`src/rtl/alu_issue_queue.sv`:
```
// alu_issue_queue: command FIFO feeding an issue register that drives an
// external combinational ALU, whose result is captured in an output register.
//
// Ports:
//   clk, rst              clock; synchronous active-high reset
//   in_valid/in_ready     command handshake (in_a, in_b, in_sel)
//   alu_a/alu_b/alu_sel   registered operands/opcode to the downstream ALU
//   alu_y                 combinational ALU result (17 bits, carry included)
//   out_valid/out_ready   result handshake (out_y, out_sel)
//   fifo_count            FIFO occupancy, 0..DEPTH
//   op_count              completed output transfers, wraps at 16 bits
module alu_issue_queue #(
  parameter int unsigned DEPTH = 4
) (
  input  logic                   clk,
  input  logic                   rst,
  input  logic                   in_valid,
  output logic                   in_ready,
  input  logic [15:0]            in_a,
  input  logic [15:0]            in_b,
  input  logic [2:0]             in_sel,
  output logic [15:0]            alu_a,
  output logic [15:0]            alu_b,
  output logic [2:0]             alu_sel,
  input  logic [16:0]            alu_y,
  output logic                   out_valid,
  input  logic                   out_ready,
  output logic [16:0]            out_y,
  output logic [2:0]             out_sel,
  output logic [$clog2(DEPTH):0] fifo_count,
  output logic [15:0]            op_count
);

  localparam int unsigned AW = $clog2(DEPTH);
  localparam int unsigned CW = AW + 1;

  typedef struct packed {
    logic [15:0] a;
    logic [15:0] b;
    logic [2:0]  sel;
  } cmd_t;

  cmd_t          mem [DEPTH];
  cmd_t          head;
  logic [AW-1:0] wr_ptr;
  logic [AW-1:0] rd_ptr;
  logic          iss_valid;
  logic          push;
  logic          pop;
  logic          res_load;
  logic          iss_free;
  logic          xfer;

  assign in_ready = (fifo_count != CW'(DEPTH));
  assign push     = in_valid && in_ready;
  assign res_load = iss_valid && (!out_valid || out_ready);
  assign iss_free = !iss_valid || res_load;
  // Pop looks at occupancy before this cycle's push, so a command never
  // bypasses the FIFO straight into the issue register.
  assign pop      = (fifo_count != '0) && iss_free;
  assign xfer     = out_valid && out_ready;
  assign head     = mem[rd_ptr];

  always_ff @(posedge clk) begin
    if (push) begin
      mem[wr_ptr] <= '{a: in_a, b: in_b, sel: in_sel};
    end
  end

  // DEPTH is a power of two, so the pointers wrap naturally.
  always_ff @(posedge clk) begin
    if (rst) begin
      wr_ptr     <= '0;
      rd_ptr     <= '0;
      fifo_count <= '0;
    end else begin
      if (push) wr_ptr <= wr_ptr + AW'(1);
      if (pop)  rd_ptr <= rd_ptr + AW'(1);
      case ({push, pop})
        2'b10:   fifo_count <= fifo_count + CW'(1);
        2'b01:   fifo_count <= fifo_count - CW'(1);
        default: fifo_count <= fifo_count;
      endcase
    end
  end

  always_ff @(posedge clk) begin
    if (rst) begin
      iss_valid <= 1'b0;
      alu_a     <= '0;
      alu_b     <= '0;
      alu_sel   <= '0;
    end else if (pop) begin
      iss_valid <= 1'b1;
      alu_a     <= head.a;
      alu_b     <= head.b;
      alu_sel   <= head.sel;
    end else if (iss_free) begin
      iss_valid <= 1'b0;
    end
  end

  always_ff @(posedge clk) begin
    if (rst) begin
      out_valid <= 1'b0;
      out_y     <= '0;
      out_sel   <= '0;
    end else if (res_load) begin
      out_valid <= 1'b1;
      out_y     <= alu_y;
      out_sel   <= alu_sel;
    end else if (xfer) begin
      out_valid <= 1'b0;
    end
  end

  always_ff @(posedge clk) begin
    if (rst) begin
      op_count <= '0;
    end else if (xfer) begin
      op_count <= op_count + 16'd1;
    end
  end

endmodule

```
`config.mk`:
```
export PLATFORM = sky130hd
export DESIGN_NAME = alu_issue_queue
export DESIGN_NICKNAME = d
export VERILOG_FILES = /design/src/rtl/alu_issue_queue.sv
export SDC_FILE = /design/constraint.sdc
export NUM_CORES = 1
export LEC_CHECK = 0
export CAP_MARGIN = 40
export CORE_AREA = 8 8 137 139
export CTS_CLUSTER_DIAMETER = 80
export DETAILED_ROUTE_END_ITERATION = 12
export DIE_AREA = 0 0 145 147
export GPL_ROUTABILITY_DRIVEN = 0
export HOLD_SLACK_MARGIN = 0.03
export PLACE_DENSITY_LB_ADDON = 0.2
export SLEW_MARGIN = 20
export SYNTH_ARGS = -nofsm -noshare
export SYNTH_HDL_FRONTEND = slang
export SYNTH_SLANG_ARGS = --single-unit
```
`constraint.sdc`:
```
create_clock -name clk -period 2.4 [get_ports clk]
set_input_delay 0.36 -clock clk [delete_from_list [all_inputs] [get_ports clk]]
set_output_delay 0.36 -clock clk [all_outputs]
set_load 0.005 [all_outputs]
```
==> reports/results.ini, run 1 <==
[status]
status=complete, no violations

[synthesis]
syn_area_um2=8158
synth_xor_area_share_pct=1.503
ys_types=36
synth_top_family_by_area=multiplexers
synth_adder_area_share_pct=1.166
synth-async-reset-ratio_pct=0
synthFlopType=edfxtp_1
seq_area_frac_synth_pct=71.17
synthMuxAreaShare_pct=9.847
yosysWarnings=0
synth_edf_count=140
syn_avg_cell_area_um2=14.49
yosys.area_share.simple_pct=9.816
synth_compound_area_share_pct=4.448
syn_nets=626
postSynthCellCount=563
ys_seq_elements=220

[final_layout]
layout-drive-gt1-share_pct=14.09
final_util_pct=62.69
area_delta_synth_final_pct=28.77
nets=772
antenna_cells=0
layout_common_cells=edfxtp_1, clkdlybuf4s50_1, nand2_1
final_common_cell=edfxtp_1

[power]
power_leakage_nw=3.512
vdd_drop_max_mv=0.6747
p_per_area_nw_per_um2=1053

[floorplanning]
die_area_um2=21320
initial_core_util_pct=48.69
core_um2=16760
io-pin-count=132
rows=48
die_h_um=147
dieWidth_um=145

[clock_network]
cts_buffers=22
ctsResizeCount=0
cts_setup_buffers=0
cts.root.buffer_cell=clkbuf_16
h-tree-depth=1
numClockSinks=220
path_clk_slew_ps=60
tritoncts=built
clk_path_buf_depth=3
clkLatencyLatePin_ps=490
holdBufCountCts=0

[global_routing]
overflow=0
grt_pass1_vias=5153
grt_max_degree=39
grt_pass1_wl_um=27970
gr-usage-all-layers_pct=16.17
antenna_found_initial=0

[detailed_routing]
drt-total-wl_um=17180
vias_per_cell=5.234
drc=0
vias=4967
final_antenna_net_count=0
dr.pass1.iters=4
wl_per_cell_um=18.11
drt-initial-drc-count=226

[placed_design]
place_ws_ps=-29.37
dp_hpwl_um=10660
numPortBuffers=131

[timing]
min_period_ps=2277
finalSetupViolCount=0
fmax_mhz=439.3
hold_viol=0
maxSlewHeadroom_pct=60.41
fin_crit_sh_pct=94.86
fin_ws_ps=123.5
fin_skew_ps=7.279
finalMaxSlewViolations=0
rsz0062_at_grt=no
fin_hold_ws_ps=355.4
tightest_slew_ps=593.8

[setup_path]
crit_type=flop to flop
endpoint_kind=flop
critPathMaxFanout=6
crit_path_start_kind=flop
required_ps=2820
cp.arrival_ps=2700

[run]
cap_violations=0

[worst_hold_path]
hold_class=primary input to flop

## synthesized netlist by cell type (all sizes together) (4+ instances only)
| master | n | area, µm² |
|---|---|---|
| nor4 | 5 | 46.29 |
| dfxtp | 80 | 1602 |
| edfxtp | 140 | 4204 |
| o21ai | 4 | 20.02 |
| or3 | 5 | 32.53 |
| inv | 9 | 33.78 |
| nor3 | 5 | 25.02 |
| nor2 | 20 | 75.07 |
| and3 | 4 | 25.02 |
| nand3 | 7 | 45.04 |
| xor2 | 5 | 43.79 |
| xnor2 | 9 | 78.83 |
| ha | 6 | 75.07 |
| mux4 | 35 | 788.3 |
| nand2 | 118 | 445.4 |
| a21oi | 65 | 325.3 |
| clkbuf | 15 | 57.55 |
| buf | 13 | 76.32 |
| nand4 | 5 | 46.29 |
## power by group
part | switching (W) | internal, W | total (W)
logic | 0.00144 | 0.00153 | 0.00296
clock network | 0.00131 | 0.00183 | 0.00314
registers | 0.000281 | 0.00468 | 0.00496
total | 0.00303 | 0.00803 | 0.0111
## per-stage QoR
step | power [W] | setup TNS (ps) | instances | cell area, µm²
2_1_floorplan | 0.006626 | 0 | 563 | 8158
3_3_place_gp | 0.007984 | 0 | 910 | 9837
3_5_place_dp | 0.008072 | -29.37 | 910 | 9837
4_1_cts | 0.01123 | 0 | 949 | 10500
5_1_grt | 0.01166 | 0 | 949 | 10510
6_report | 0.01106 | 0 | 949 | 10510
## final timing paths
check / start / end / slack (ps) / depth (start not counted)
hold / removal: rst / op_count[8] / 360 / 2
hold reg to reg: out_sel[2] / out_sel[2] / 450 / 2
setup / recovery: fifo_count[0] / fifo_count[2] / 120 / 9
setup reg to reg: fifo_count[0] / fifo_count[2] / 120 / 9
## sequential cells by signal, indices dropped and copies added, names as in the netlist
register / count
alu_a: 16
alu_b: 16
alu_sel: 3
fifo_count: 3
iss_valid: 1
mem: 140
op_count: 16
out_sel: 3
out_valid: 1
out_y: 17
rd_ptr: 2
wr_ptr: 2
## cells by family after synthesis
family,after synthesis
muxes,36
adders and majority gates,7
AOI/OAI and AO/OA,71
and+or+nand+nor,178
buffers and inverters,37
DFF,220
xor gates and xnor gates,14
## routing by layer
layer  global-route usage (%)  vias to the layer above  part of all wire [%]  routed length, µm
li1                         -                     2350                     -                  -
met1                    20.58                     2438                    45               7716
met2                    27.03                      150                    47               8090
met3                    3.906                       29                   5.8               1003
met4                    4.734                        0                   2.2                374
met5                        0                        -                     0                  0
## critical path: stages, from the launching register on
cell	delay, ps
dfxtp_2	350
or3b_1	400
and2_1	180
inv_1	90
ha_2	200
inv_1	60
fa_2	330
xor2_1	150
or3_1	310
a21oi_1	140
## area by class of cell
class / instances / area (µm²)
clock inverter: 3 / 13.76
clock buffer: 36 / 644.4
inverter: 9 / 33.78
timing repair buffer: 150 / 1524
sequential: 220 / 5813
tap: 225 / 281.5
fill: 1247 / 6251
multi-input combinational: 306 / 2195
Power figures use the tool's default switching activity.
==> run 2, diff against run 1 <==
clock period = 2.6 ns   (was 2.4 ns; I/O delays follow)
==> run 2 against run 1 <==
  * First-iteration DRC count rose by 9.7%
  * Register-to-register slack about the same
  * Flip-flop and latch count did not move
  * Worst hold slack improved by 60 ps
  * Largest power group unchanged
  * Die area unchanged
  * Highest routed layer unchanged
  * Routed wire length barely moved
==> reports/results.ini, run 2 (synthesis gave the netlist of run 1 again) <==
[worst_hold_path]
hold_end=op_count[7]
hold_class=primary input to flop
hold_path_depth=2  ; unchanged
min_from=rst

[floorplanning]
dieWidth_um=145  ; unchanged
die_h_um=147  ; unchanged
io-pin-count=132  ; unchanged
initial_core_util_pct=48.69  ; unchanged
core_um2=16760  ; unchanged
die_area_um2=21320  ; unchanged
rows=48  ; unchanged

[detailed_routing]
dr.pass1.iters=4  ; unchanged
drt-total-wl_um=17170  ; about the same
wl_per_cell_um=18.19  ; +0.45%
final_antenna_net_count=0  ; unchanged
vias_per_cell=5.246  ; +0.23%
drt-initial-drc-count=248  ; +9.7%
vias=4952  ; -0.30%
drc=0  ; unchanged

[setup_path]
required_ps=3020  ; +200 ps
cp_top_family=simple AND/OR/NAND/NOR gates
timing.rr.end=fifo_count[2]
crit_type=flop to flop
r2r_slack_ps=140  ; about the same
critPathMaxStageDelay_ps=440  ; +40 ps
critical_path.cell_chain=or3b_4 -> and2_1 -> inv_1 -> ha_1 -> inv_1 -> fa_1 -> xor2_1 -> or3_1 -> a21oi_1
crit_path_start_kind=flop
critPathMaxFanout=6  ; unchanged
r2r-start=fifo_count[0]
cp.arrival_ps=2880  ; +180 ps
endpoint_kind=flop
ff2ff_path_depth=9  ; unchanged
critPathSlowestCell=or3b_4
path_buf_inv=2  ; unchanged
crit_top_cell=inv_1

[final_layout]
layout.cells.non_filler=944  ; -0.53%
final_util_pct=62.49  ; -0.20 points
area_delta_synth_final_pct=28.36
reg.largest.list=mem (140), out_y (17)
antenna_cells=0  ; unchanged
top_register=mem
nets=766  ; -0.78%
layout_common_cells=edfxtp_1, clkdlybuf4s50_1, nand2_1
layout-drive-gt1-share_pct=13.21  ; -0.88 points
final_common_cell=edfxtp_1
largest_reg_flops=140  ; unchanged

[global_routing]
grt_pass1_wl_um=27550  ; -1.5%
grt_max_degree=48  ; +23%
antenna_found_initial=0  ; unchanged
overflow=0  ; unchanged
gr-usage-all-layers_pct=16.05  ; -0.12 points
grt_pass1_vias=5197  ; +0.85%

[timing]
tightest_slew_ps=668.8  ; +74.96 ps
fin_hold_ws_ps=415.5  ; +60.05 ps
tns_ps=0  ; unchanged
min_period_ps=2462  ; +185.4 ps
rsz0062_at_grt=no
fin_skew_ps=13.45  ; +6.175 ps
maxSlewHeadroom_pct=55.41  ; -5.0 points
finalMaxSlewViolations=0  ; unchanged
hold_viol=0  ; unchanged
fin_crit_sh_pct=94.69  ; -0.17 points
fin_ws_ps=138.1  ; +14.64 ps
fmax_mhz=406.2  ; -7.5%
finalSetupViolCount=0  ; unchanged

[clock_network]
cts_setup_buffers=0  ; unchanged
cts.root.buffer_cell=clkbuf_16
tritoncts=built
numClockSinks=220  ; unchanged
h-tree-depth=1  ; unchanged
cts_buffers=22  ; unchanged
clk_path_buf_depth=3  ; unchanged
clkLatencyLatePin_ps=500  ; about the same
path_clk_slew_ps=60  ; about the same

[placed_design]
dp.cells=904  ; -0.66%
place_ws_ps=33.61  ; +62.98 ps
numPortBuffers=131  ; unchanged
dp_hpwl_um=10420  ; -2.2%

[power]
power_leakage_nw=3.498  ; -0.38%
vdd_drop_max_mv=0.6435  ; -4.6%
p_per_area_nw_per_um2=983.3  ; -6.6%

[status]
status=complete, no violations

[run]
cap_violations=0  ; unchanged

[run 2: what timing repair did]
item	4_1_cts	5_1_grt
gates resized for setup	0	2
setup endpoints to repair	0	1
hold buffers	0	0
hold endpoints to repair	0	0
[run 2: power by group]
part	leakage [nW]	internal (W)	switching, W	total [W]
Sequential	1.94	0.00432	0.000264	0.00458
Combinational	1.22	0.00138	0.00133	0.00271
Clock	0.335	0.00178	0.00123	0.00301
Total	3.50	0.00748	0.00282	0.0103
[run 2: through the flow]
stage	total power, W	instance area, µm²
final	0.01030	10470
after global routing	0.01083	10470
after CTS	0.01045	10470
after detailed placement	0.007423	9779
after global placement	0.007329	9779
after floorplan	0.006116	8158
[run 2: cell type report]
type                       count  area [µm²]
timing repair buffer         144        1466
inverter                       9       33.78
clock buffer                  34       636.9
sequential                   220        5809
fill                        1252        6285
clock inverter                 6       51.30
multi-input combinational    306        2192
tap                          225       281.5
[run 2: worst max-delay path by stage]
stage / startpoint / end / slack (ps) / cells past startpoint
after global routing: fifo_count[0] / fifo_count[2] / 40 / 9
after detailed placement: out_ready / fifo_count[2] / 30 / 10
after CTS: fifo_count[2] / fifo_count[2] / 60 / 9
after floorplan: fifo_count[2] / fifo_count[2] / 310 / 9
after global placement: out_ready / fifo_count[2] / 170 / 10
final: fifo_count[0] / fifo_count[2] / 140 / 9
[run 2: routing by layer]
metal | global-route usage [%] | wire length (µm)
met1 | 19.53 | 7518
met2 | 27.66 | 8409
met3 | 3.968 | 987
met4 | 4.997 | 255
met5 | 0 | 0
